File: config.mk
export PLATFORM = sky130hd
export DESIGN_NAME = nf_uart_rx
export DESIGN_NICKNAME = d
export VERILOG_FILES = /design/src/rtl/nf_uart_rx.sv
export SDC_FILE = /design/constraint.sdc
export NUM_CORES = 1
export LEC_CHECK = 0
export BUFFER_PORTS_ARGS = -buffer_cell sky130_fd_sc_hd__buf_2
export CELL_PAD_IN_SITES_DETAIL_PLACEMENT = 1
export CELL_PAD_IN_SITES_GLOBAL_PLACEMENT = 1
export CORE_MARGIN = 5
export CORE_UTILIZATION = 40
export DETAILED_ROUTE_END_ITERATION = 6
export PLACE_DENSITY = 0.78
export SYNTH_ARGS = -nofsm -noshare
export SYNTH_HDL_FRONTEND = slang
export SYNTH_SLANG_ARGS = --single-unit
File: constraint.sdc
create_clock -name clk -period 2.8 [get_ports clk]
set_input_delay 0.28 -clock clk [delete_from_list [all_inputs] [get_ports clk]]
set_output_delay 0.28 -clock clk [all_outputs]
set_load 0.05 [all_outputs]
File: src/rtl/nf_uart_rx.sv
// nf_uart_rx: 8N1 UART receiver, runtime baud via comp; optional NF_UART_RX_SYNC_EN input synchronizer
module nf_uart_rx (
  input  logic        clk,
  input  logic        resetn,
  input  logic        rec_en,
  input  logic [15:0] comp,
  output logic [7:0]  rx_data,
  output logic        rx_valid,
  input  logic        rx_val_set,
  input  logic        uart_rx
);
  localparam logic [1:0] IDLE  = 2'd0;
  localparam logic [1:0] START = 2'd1;
  localparam logic [1:0] DATA  = 2'd2;
  localparam logic [1:0] STOP  = 2'd3;
  logic        line;
  logic        rx_r;
  logic        rx_p;
  logic        fall;
  logic        hit;
  logic        good;
  logic [1:0]  state;
  logic [15:0] cnt;
  logic [2:0]  idx;
  logic [7:0]  shift;
`ifdef NF_UART_RX_SYNC_EN
  logic [1:0] sync;
  // two-flop metastability guard on the asynchronous line
  always_ff @(posedge clk or negedge resetn)
    if (!resetn) sync <= 2'b11;
    else sync <= {sync[0], uart_rx};
  assign line = sync[1];
`else
  assign line = uart_rx;
`endif
  assign fall = rx_p & ~rx_r;
  assign hit  = cnt == (state == START ? comp >> 1 : comp - 16'd1);
  assign good = rec_en && state == STOP && hit && rx_r;
  // registered line plus its previous value for start-edge detection
  always_ff @(posedge clk or negedge resetn)
    if (!resetn) {rx_r, rx_p} <= 2'b11;
    else {rx_r, rx_p} <= {line, rx_r};
  // frame sequencer: half-bit start check, then one mid-bit sample per bit period
  always_ff @(posedge clk or negedge resetn)
    if (!resetn) begin
      state <= IDLE;
      cnt   <= '0;
      idx   <= '0;
      shift <= '0;
    end else if (!rec_en) begin
      state <= IDLE;
    end else begin
      case (state)
        IDLE:
          if (fall) begin
            cnt   <= '0;
            state <= START;
          end
        START:
          if (hit) begin
            cnt   <= '0;
            idx   <= '0;
            state <= rx_r ? IDLE : DATA;
          end else cnt <= cnt + 16'd1;
        DATA:
          if (hit) begin
            cnt        <= '0;
            shift[idx] <= rx_r;
            idx        <= idx + 3'd1;
            if (idx == 3'd7) state <= STOP;
          end else cnt <= cnt + 16'd1;
        default:
          if (hit) begin
            cnt   <= '0;
            state <= IDLE;
          end else cnt <= cnt + 16'd1;
      endcase
    end
  // byte hand-off; a good stop bit beats a simultaneous clear
  always_ff @(posedge clk or negedge resetn)
    if (!resetn) begin
      rx_data  <= '0;
      rx_valid <= 1'b0;
    end else if (good) begin
      rx_data  <= shift;
      rx_valid <= 1'b1;
    end else if (rx_val_set) rx_valid <= 1'b0;
endmodule

* Yosys cells after proc, flatten, opt, wreduce, memory -nomap -nowiden
Cells that the tools add are included.
Cells by class: add/sub/neg operators 3, $lt $le $gt $ge 2, equality and inequality tests 13, mux-type cells 20, bitwise operators 2, reduce and logical (&&, ||, !) cells 11
Operators with widths (number):
- $mux 16 | 4
- $add 16x1->16 const B | 1
- $eq 16x16->1 | 1
- $sub 16x1->16 const B | 1
- $mux 2 | 7
- $ne 3x3->1 const B | 4
- $bwmux 8 | 1
- $mux 3 | 2
- $ne 2x2->1 const B | 3
- $pmux 2 s3 | 1
- $pmux 3 s2 | 1
- $reduce_and 5->1 | 1
- $eq 2x2->1 const B | 2
- $logic_and 1x1->1 | 4
- $lt 3x4->1 const B | 1
- $reduce_and 4->1 | 1
- $reduce_bool 2->1 | 2
- $add 3x1->3 const B | 1
- $demux 1 s3 | 1
- $eq 3x3->1 const B | 1
- $ge 3x1->1 const B | 1
- $mux 1 | 3
- $ne 3x1->1 const B | 1
- $reduce_and 3->1 | 1
- 5 further kinds | 5
Storage, ports and cells: register bits after elaboration 40, input bits 21

* Longest topological paths before layout
Gate-level depths: netlist of the first run.
depth in word-level cells 6, depth in mapped cells 12

* Worst setup path before layout of the first run
Ideal clock, no wire load.
path kind input-to-reg, start point input comp[1], end point register rx_data[0], setup time 125 ps, data arrival time 2756 ps, required time 2675 ps, setup slack -81 ps, stages on the path 11, buffers on the path 1, cells stage by stage inv_1 ha_1 or3b_1 buf_2 o31ai_1 a311oi_1 or4b_4 nor2_1 and4_4 nand4_4 mux2_4
On the way: cells in the longest elaborated chain, start to end 5
RTL lines:
- from (decl) | RTL line 6 | input logic [15:0] comp,
- $sub 16x1->16 | RTL line 37 | assign hit = cnt == (state == START ? comp >> 1 : comp - 16'd1);
- $mux 16 * | RTL line 37
- $eq 16x16->1 * | RTL line 37
- $logic_and 1x1->1 * (2 in a row) | RTL line 38 | assign good = rec_en && state == STOP && hit && rx_r;
- to (signal assigned) | RTL line 85 | rx_data <= shift;
- to (decl) | RTL line 7 | output logic [7:0] rx_data,
Every way passes the cells marked *; elsewhere a longest branch is shown, timed or not. A chain may end at the register's enable or synchronous reset.

* Worst setup path after layout of the first run
start point input comp[1], end point register shift[7]
On the way: cells in the longest elaborated chain, start to end 4
RTL lines:
- $sub 16x1->16 | RTL line 37
- $mux 16 * | RTL line 37
- $eq 16x16->1 * | RTL line 37
- $reduce_and 3->1 (no source line) *
- to (signal, indexed assignment) | RTL line 68 | shift[idx] <= rx_r;
- to (decl) | RTL line 25 | logic [7:0] shift;
Marked as above.

==> results of run 1 <==
[per-layer routing]
layer	track usage, %	share of wire, %	vias to the layer above
met1	28.6	44	1658
li1	-	-	1503
met3	3.02	3.9	26
met4	4.62	2.6	0
met5	0	0	-
met2	34.7	50	104
[flip-flops by register name (all words and copies together) (netlist names)]
signal and count:
idx 3, rx_p 1, rx_valid 1, shift 8, state 2, rx_data 8
rx_r 1, cnt 16
[area by class of cell]
class,instances,area [sq um],area share (%)
Timing Repair Buffer,96,699,16.9
Sequential cell,40,1000,24.3
Inverter,16,60.1,1.45
Multi-Input combinational cell,278,2130,51.4
Tap cell,102,128,3.08
Clock inverter,2,38.8,0.937
Clock buffer,6,82.6,1.99
[cells by family after synthesis]
| group | Yosys count | share of synthesized area, % |
|---|---|---|
| xor+xnor | 24 | 6.60 |
| simple gates | 155 | 28.9 |
| buf+inv | 45 | 7.77 |
| mux | 19 | 6.83 |
| flops | 40 | 31.5 |
| fa+ha+maj | 4 | 1.57 |
| compound gates | 75 | 16.9 |
[synth_stat cells (3+ instances only)]
library cell | number | area share (%)
buf_6 | 4 | 1.4
nor2b_1 | 3 | 0.59
clkbuf_8 | 4 | 1.7
a21oi_1 | 5 | 0.79
nor4_4 | 3 | 2.0
nor2_1 | 22 | 2.6
and3_1 | 3 | 0.59
a311oi_1 | 3 | 0.82
mux2_2 | 14 | 4.9
xor2_1 | 6 | 1.6
buf_2 | 7 | 1.1
nand2b_1 | 6 | 1.2
nand3_1 | 24 | 3.8
xnor2_1 | 18 | 4.9
nand2_1 | 34 | 4.0
ha_1 | 4 | 1.6
nor3b_1 | 3 | 0.71
a31oi_1 | 7 | 1.4
o211ai_1 | 4 | 0.94
nor4_1 | 9 | 1.8
o311ai_1 | 4 | 1.1
or4_1 | 4 | 0.94
a21o_1 | 3 | 0.71
inv_1 | 16 | 1.9
o21ai_0 | 19 | 3.0
mux2i_1 | 3 | 0.94
or3_1 | 3 | 0.59
dfrtp_1 | 38 | 30
nand4_1 | 9 | 1.8
nor3_1 | 10 | 1.6
clkbuf_1 | 13 | 1.5
[cells in the final DEF, fill, tap and decap left out, types with 4 or more instances in the layout]
cell      Yosys  final
mux2_2       14     14
nand3_1      24     24
inv_1        16     16
o21ai_0      19     19
xor2_1        6      5
xnor2_1      18     15
nor4_4        3      5
nand2b_1      6      5
nand4_1       9      9
buf_2         7     28
dfrtp_1      38     37
o211ai_1      4      4
o311ai_1      4      4
nor2_1       22     22
a21oi_1       5      5
a31oi_1       7      6
nor3_1       10     10
nand2_1      34     33
clkbuf_8      4      6
nor4_1        9      8
buf_6         4     11
buf_4         0     56
[power groups by stage]
| stage | sequential [mW] | combinational, mW | clock, mW |
|---|---|---|---|
| after floorplan | 0.615 | 0.169 | 0 |
| after global placement | 0.626 | 0.272 | 0 |
| after detailed placement | 0.627 | 0.281 | 0 |
| after CTS | 0.616 | 0.287 | 0.512 |
| after global routing | 0.620 | 0.353 | 0.536 |
| final | 0.619 | 0.329 | 0.500 |
[worst max path at each step]
stage	depth (start not counted)	slack, ps	end	startpoint
finish	12	-80	shift[7]	comp[1]
global route	12	-130	shift[7]	comp[1]
CTS	12	0.7	rx_data[0]	comp[1]
detailed placement	10	-470	rx_data[4]	comp[1]
global placement	12	-420	shift[4]	comp[1]
floorplan	9	20	rx_data[0]	comp[4]
[repair_timing]
action	in CTS	in global routing
gates resized for setup	5	38
pin swaps	3	15
endpoints found under the setup margin	36	37
cloned	0	2
buffers inserted	1	9
==> metrics.txt, run 1 <==
# clock sinks 40; CTS root buf clkbuf_8; period utilization 103%; final WL about 11 mm; Setup TNS -592 ps; Comb pwr share a little under a quarter; Crit Path Category input port to flip-flop; Post-Syn Area approximately 3200 sq um; io pins 30; outcome complete, but fails checks; Pleak around 1.8 nW; die area between 9000 and 10000 sq um; gr usage total around a fifth; Num CTS Buffers 5; final setup violation count 15; Vias between 3000 and 4000; Final WS setup -80.8 ps; Layout fillers 911; depth of the most critical reg-to-reg path 9; hold path start uart_rx; CP peak stage delay between 500 and 600 ps; routability congestion estimate between 0.9 and 1; IO buf count 29; row count 32; Fmax between 300 and 400 MHz; Die X about 99 microns; number of detailed-route iterations in the first pass 5; CP Cell Sequence buf_2 -> inv_1 -> ha_2 -> or3b_4 -> o31ai_4 -> a311oi_1 -> or4b_4 -> nor2_1 -> and4_4 -> buf_8 -> nand3_1 -> mux2_2; register share of total power between 40% and 50%; Top FF cell, synth dfrtp_1; Total Power about 1.4 mW; GRT Residual Overflow 0; Data arrival, critical path slightly above 3000 ps; die height ~99 microns; post-place setup slack -468 ps; transition time of the tightest slew-check pin between 1000 and 1500 ps; drt wl/cell 20.7 microns; Worst setup SP type input port; antenna-violating nets left 0; Mapped Nets 387; Tightest Hold Check Type input port to flip-flop; Crit Reg-Reg Startpoint cnt[10]; Switch Pwr around 420 uW; Post-DP HPWL 7.80 mm; vias in the first global route 3282; Req. time, crit path roughly 3000 ps; Hold WS between 70 and 80 ps; Pwr Density between 300 and 400 nW/um^2; post-synthesis sequential area ratio 31.5%; post-layout min period just under 3000 ps; Ys Warns 0; Clock transition at path regs about 90 ps; crit end category flip-flop; P_int 1.02 mW; Longest Clk Path Bufs 2; hold path cells 1; max_slew headroom a little under a third; Layout Nets around 460; cts hold-fix bufs 0; FF-to-FF End shift[7]; Critical-path top delay cell or4b_4; DRC 0; dpl cells 520; largest net degree at the start of global routing just over 40; Syn Inst Count about 360; Starting DRT DRC Count between 200 and 300; CP bufs+invs 3; WHS Endpoint rx_r; number of synthesized register bits 40; Clk Latency, worst-skew pair ~300 ps; RSZ-0062 raised after global routing true; Final Hold Vio Count 0; Final Cell Area 4140 sq um; Max Cap Viol 0; share of layout cells above drive strength 1 37.9%; first-pass GRT wire length approximately 17 mm; antenna violations before repair 0; crit path max fanout 9; switching part of the total between 20% and 30%; crit-path leading delay family simple AND/OR/NAND/NOR gates; ant diodes 0; syn avg cell area 8.80 sq um; Yosys cell types 74; area of the core approximately 7700 sq um; Util after Layout 53.6%; Worst IR Drop VDD roughly 0.22 mV; CTS tree yes; post-route insts no fill 540; H-tree Lvls 2; Initial Util approximately two fifths; Reg2Reg Setup Slack -10 ps; placed cell area between 3000 and 4000 sq um; asr flop ratio synth 100%; number of flops mapped to enable cells by yosys 0; failing checks setup timing; clock skew around 9.9 ps; Max Slew Vio Count 0; Clock Power Share roughly a third; Avg Vias per Cell 6.09; Synth-to-Final Area Change 30.0%
Power figures use the tool's default switching activity.
==> inputs of run 2 (changes only) <==
clock period = 3.6 ns   (was 2.8 ns; I/O delays follow)
==> run 2 against run 1 <==
Against the previous run:
- the flow now finishes without violations
- sequential share of layout area up 5.1 points
- cell area shrank 17%
- register-to-register slack gained 610 ps
- worst hold slack improved by 88 ps
- power shrank 34%
- clock power decreased by 41%
- combinational power shrank 43%
- first-iteration DRC count shrank 59%
- sequential cell count is the same
- wire length down 18%
- die area stayed put
- core utilization decreased by 9.4 points
- critical endpoint is now rx_data[4]
- largest cell class unchanged
==> metrics.txt, run 2 (synthesis results as in run 1) <==
outcome finished, final reports clean; transition time of the tightest slew-check pin 913 ps; GRT Residual Overflow 0; row count 32; CP peak stage delay 560 ps; first-pass GRT wire length between 15 and 20 mm; IO buf count 29; crit end category flip-flop; Longest Clk Path Bufs 2; period utilization 87.0%; post-layout min period about 3100 ps; Critical Path Source comp[0]; Starting DRT DRC Count 107; DRC 0; Max Slew Vio Count 0; # clock sinks 40; number of detailed-route iterations in the first pass 4; Fmax about 320 MHz; Worst setup SP type input port; CP Cell Sequence buf_2 -> inv_1 -> ha_1 -> or3b_1 -> o31ai_1 -> a311oi_1 -> or4b_4 -> nor2_1 -> and4_4 -> nand4_4 -> mux2_4; Worst IR Drop VDD between 0.2 and 0.25 mV; Clock transition at path regs around 90 ps; vias in the first global route approximately 3000; Pleak about 1.4 nW; gr usage total between 10% and 20%; crit path to rx_data[4]; Util after Layout 44.2%; post-place setup slack slightly below 200 ps; cts hold-fix bufs 0; commonest cells after routing, fill and taps aside dfrtp_1 (38), nand2_1 (34), buf_2 (29), nand3_1 (24), nor2_1 (22); FF-to-FF End rx_data[4]; final WL 9.18 mm; Tightest Hold Check Type input port to flip-flop; Final WS setup roughly 470 ps; drt wl/cell ~19 microns; area of the core between 7000 and 8000 sq um; io pins 30; H-tree Lvls 2; Comb pwr share around 19%; CTS-repair resized insts 0; final setup violation count 0; Data arrival, critical path 3320 ps; ant diodes 0; Setup Buffers After CTS 0; CTS tree yes; switching part of the total between 30% and 40%; depth of the most critical reg-to-reg path 9; Critical-path top delay cell or4b_4; max FFs per register 16; commonest non-fill, non-tap cell in the layout dfrtp_1; Die X 99.3 microns; die height around 100 microns; Clock Power Share a little under a third; P_int roughly 660 uW; Regs by FF count cnt (16), rx_data (8), shift (8); share of layout cells above drive strength 1 22.2%; Max Cap Viol 0; antenna-violating nets left 0; antenna violations before repair 0; die area 9850 sq um; Synth-to-Final Area Change 7.22%; Hold WS approximately 160 ps; Initial Util about two fifths; Crit Reg-Reg Startpoint state[1]; Post-DP HPWL approximately 7.0 mm; clock skew approximately 13 ps; Final Hold Vio Count 0; Setup TNS 0 ps; Reg2Reg Setup Slack about 600 ps; Switch Pwr about 300 uW; largest net degree at the start of global routing 41; Pwr Density approximately 280 nW/um^2; register share of total power about half; Avg Vias per Cell 5.99; Num CTS Buffers 5; max_slew headroom 39.1%; routability congestion estimate around 0.94; Vias between 2000 and 3000; Layout fillers around 950; crit path max fanout 12; Crit Path Category input port to flip-flop; Layout Nets around 400; Req. time, crit path around 3800 ps; RSZ-0062 raised after global routing false; CTS root buf clkbuf_8; Top reg by flops cnt; Clk Latency, worst-skew pair about 300 ps
[run 2: changes by cell type in the layout (fill, tap and decap cells not counted), sizes merged]
cell	previous run	this run
buf	96	37
bufinv	1	0
clkinvlp	0	1
nand4	12	11
[run 2: worst min-delay path by stage]
stage                     startpoint     end  slack (ps)  depth (start not counted)
after floorplan               resetn  cnt[0]          60                          0
final                        uart_rx    rx_r         160                          1
after CTS                    uart_rx    rx_r         160                          1
after detailed placement        rx_r    rx_p         460                          0
after global routing         uart_rx    rx_r         150                          1
after global placement          rx_r    rx_p         460                          0
[run 2: cell type report]
cell class	instances	area (sq um)	share of cell area, %
Multi-Input combinational cell	277	1940	56.6
Clock buffer	6	72.6	2.12
Sequential cell	40	1000	29.4
Clock inverter	2	12.5	0.366
Tap cell	102	128	3.73
Inverter	16	60.1	1.76
Timing Repair Buffer	37	205	6.01
[run 2: stage by stage]
step           instances  power [mW]  cell area (sq um)
2_1_floorplan        362       0.608               3190
3_3_place_gp         472       0.666               3330
3_5_place_dp         472       0.673               3330
4_1_cts              480       0.971               3420
5_1_grt              480        1.01               3420
6_report             480       0.961               3420
[run 2: routing by layer]
metal	wire (microns)	track usage (%)
met1	4170	25.2
met5	0	0
met2	4460	30.8
met4	114	5.46
met3	429	3.79
[run 2: power groups by stage]
stage,combinational (mW),sequential [mW],clock (mW)
after floorplan,0.130,0.478,0
after global placement,0.180,0.486,0
after detailed placement,0.185,0.488,0
after CTS,0.186,0.479,0.306
after global routing,0.205,0.481,0.326
final,0.186,0.479,0.296
[run 2: worst max-delay path, delay by kind of cell]
kind	cells	cell delay, ps
fa+ha+maj	1	220
buf+inv	2	230
compound gates	2	470
simple gates	5	1680
mux	1	350
==> inputs of run 3 (changes only) <==
CTS_CLUSTER_DIAMETER = 80   (was default)
MAX_ROUTING_LAYER = met4   (was default)
RECOVER_POWER = 100   (was default)
==> run 3 against run 2 <==
Against the previous run:
- the run now ends with capacitance limit, slew limit left
- sequential cell count did not move
- via count up 0.80%
- sequential power is essentially flat
- maximum frequency down 2.4%
- critical path depth up 1
- die area stayed put
- global-route usage is 1.8 points higher
- clock-buffer cell count did not move
- critical endpoint is now cnt[13]
==> metrics.txt, run 3 (synthesis results as in run 1) <==
Top reg by flops cnt; max_slew headroom -45.2%; crit end category flip-flop; Regs by FF count cnt (16), rx_data (8), shift (8); WL met3 432 microns; met2 routed WL around 4.4 mm; Reg2Reg Setup Slack about 440 ps; Longest Clk Path Bufs 2; commonest non-fill, non-tap cell in the layout dfrtp_1; Util after Layout 44.7%; Pleak 1.38 nW; Final Hold Vio Count 0; final WL a little over 9 mm; area of the core roughly 7700 sq um; routability congestion estimate around 0.95; IO buf count 29; Die X between 90 and 100 microns; Vias between 2000 and 3000; Fmax 312 MHz; Crit Path Category input port to flip-flop; CP peak stage delay between 500 and 600 ps; final setup violation count 0; Synth-to-Final Area Change 8.32%; die area 9850 sq um; Starting DRT DRC Count 152; Tightest Hold Check Type input port to flip-flop; post-layout min period approximately 3200 ps; die height between 90 and 100 microns; Data arrival, critical path about 3400 ps; crit path max fanout 7; cts hold-fix bufs 0; antenna violations before repair 0; ant diodes 0; Post-DP HPWL 6.94 mm; top layer in use met4; Num CTS Buffers 5; outcome complete, but fails checks; Layout Nets about 400; CP Cell Sequence buf_2 -> inv_1 -> ha_1 -> or3b_1 -> o31ai_1 -> a311oi_1 -> or4b_4 -> nor4_2 -> nand4_2 -> nand2_1 -> clkbuf_2 -> o311ai_1; failing checks capacitance limit, slew limit; Setup TNS 0 ps; largest net degree at the start of global routing ~40; Clk Latency, worst-skew pair about 300 ps; CTS root buf clkbuf_8; Critical Path Source comp[1]; period utilization 89.2%; hold path start uart_rx; Avg Vias per Cell between 6 and 7; # clock sinks 40; row count 32; Worst setup SP type input port; number of detailed-route iterations in the first pass 4; post-route insts no fill 482; antenna-violating nets left 0; met1 WL 4.23 mm; io pins 30; RSZ-0062 raised after global routing false; drt wl/cell roughly 19 microns; Setup Buffers After CTS 0; Max Cap Viol 1; share of layout cells above drive strength 1 between 10% and 20%; Initial Util around two fifths; vias in the first global route just over 3000; Req. time, crit path about 3800 ps; H-tree Lvls 2; Crit Reg-Reg Startpoint state[1]; Clock transition at path regs roughly 80 ps; DRC 0; Critical-path top delay cell or4b_4; Worst IR Drop VDD approximately 0.19 mV; CTS tree yes; CTS-repair resized insts 0; max FFs per register 16; first-pass GRT wire length 16.0 mm; dpl cells ~470; gr usage total 20.6%; Max Slew Vio Count 41; Pwr Density roughly 320 nW/um^2; transition time of the tightest slew-check pin between 2000 and 2500 ps; commonest cells after routing, fill and taps aside dfrtp_1 (38), nand2_1 (34), nand3_1 (24), nor2_1 (22); clock skew around 8.3 ps; GRT Residual Overflow 0
-- run 3: changes by cell type in the layout (fill, tap and decap cells not counted), moves of 2 or more --
cell       delta
mux2_4        -2
mux2_1        +2
buf_2        -10
bufinv_16     +2
clkbuf_2      +3
clkbuf_1     +10
-- run 3: worst paths after layout --
| path | to | cells past startpoint |
|---|---|---|
| setup / recovery | cnt[13] | 12 |
| hold / removal | rx_r | 1 |
| setup reg to reg | rx_data[0] | 9 |
| hold reg to reg | rx_data[4] | 1 |
| max in group asynchronous | state[0] | 1 |
| min in group asynchronous | cnt[14] | 1 |
-- run 3: cell type report --
| cell class | count | area, sq um |
|---|---|---|
| Multi-Input combinational cell | 277 | 1930 |
| Timing Repair Buffer | 39 | 200 |
| Inverter | 16 | 60.1 |
| Sequential cell | 40 | 1000 |
| Tap cell | 102 | 128 |
| Clock inverter | 2 | 60.1 |
| Fill cell | 949 | 4280 |
| Clock buffer | 6 | 72.6 |
-- run 3: routing by layer --
metal  track usage (%)  vias to the layer above
met5                 -                        -
met4              6.09                        0
met3              3.02                       18
met2              32.0                       67
met1              27.8                     1436
li1                  -                     1376
-- run 3: stage by stage --
step / hold slack, ps / setup WS (ps) / power [mW] / area, sq um
6_report: 158 / 390 / 1.11 / 3450
5_1_grt: 145 / 108 / 1.16 / 3450
4_1_cts: 147 / 448 / 1.11 / 3480
3_5_place_dp: 463 / 144 / 0.672 / 3350
3_3_place_gp: 457 / 246 / 0.666 / 3350
2_1_floorplan: 64.4 / 639 / 0.608 / 3190
-- run 3: power breakdown --
group          total, mW  switching (mW)  internal (mW)
Combinational      0.186           0.117         0.0686
Sequential         0.479          0.0195          0.459
Clock              0.441           0.164          0.277
-- run 3: critical path: cells and delay by family --
family                     cells  cell delay, ps
buffers and inverters          3             480
and+or+nand+nor                5            1730
AOI/OAI and AO/OA              3             580
adders and majority gates      1             230
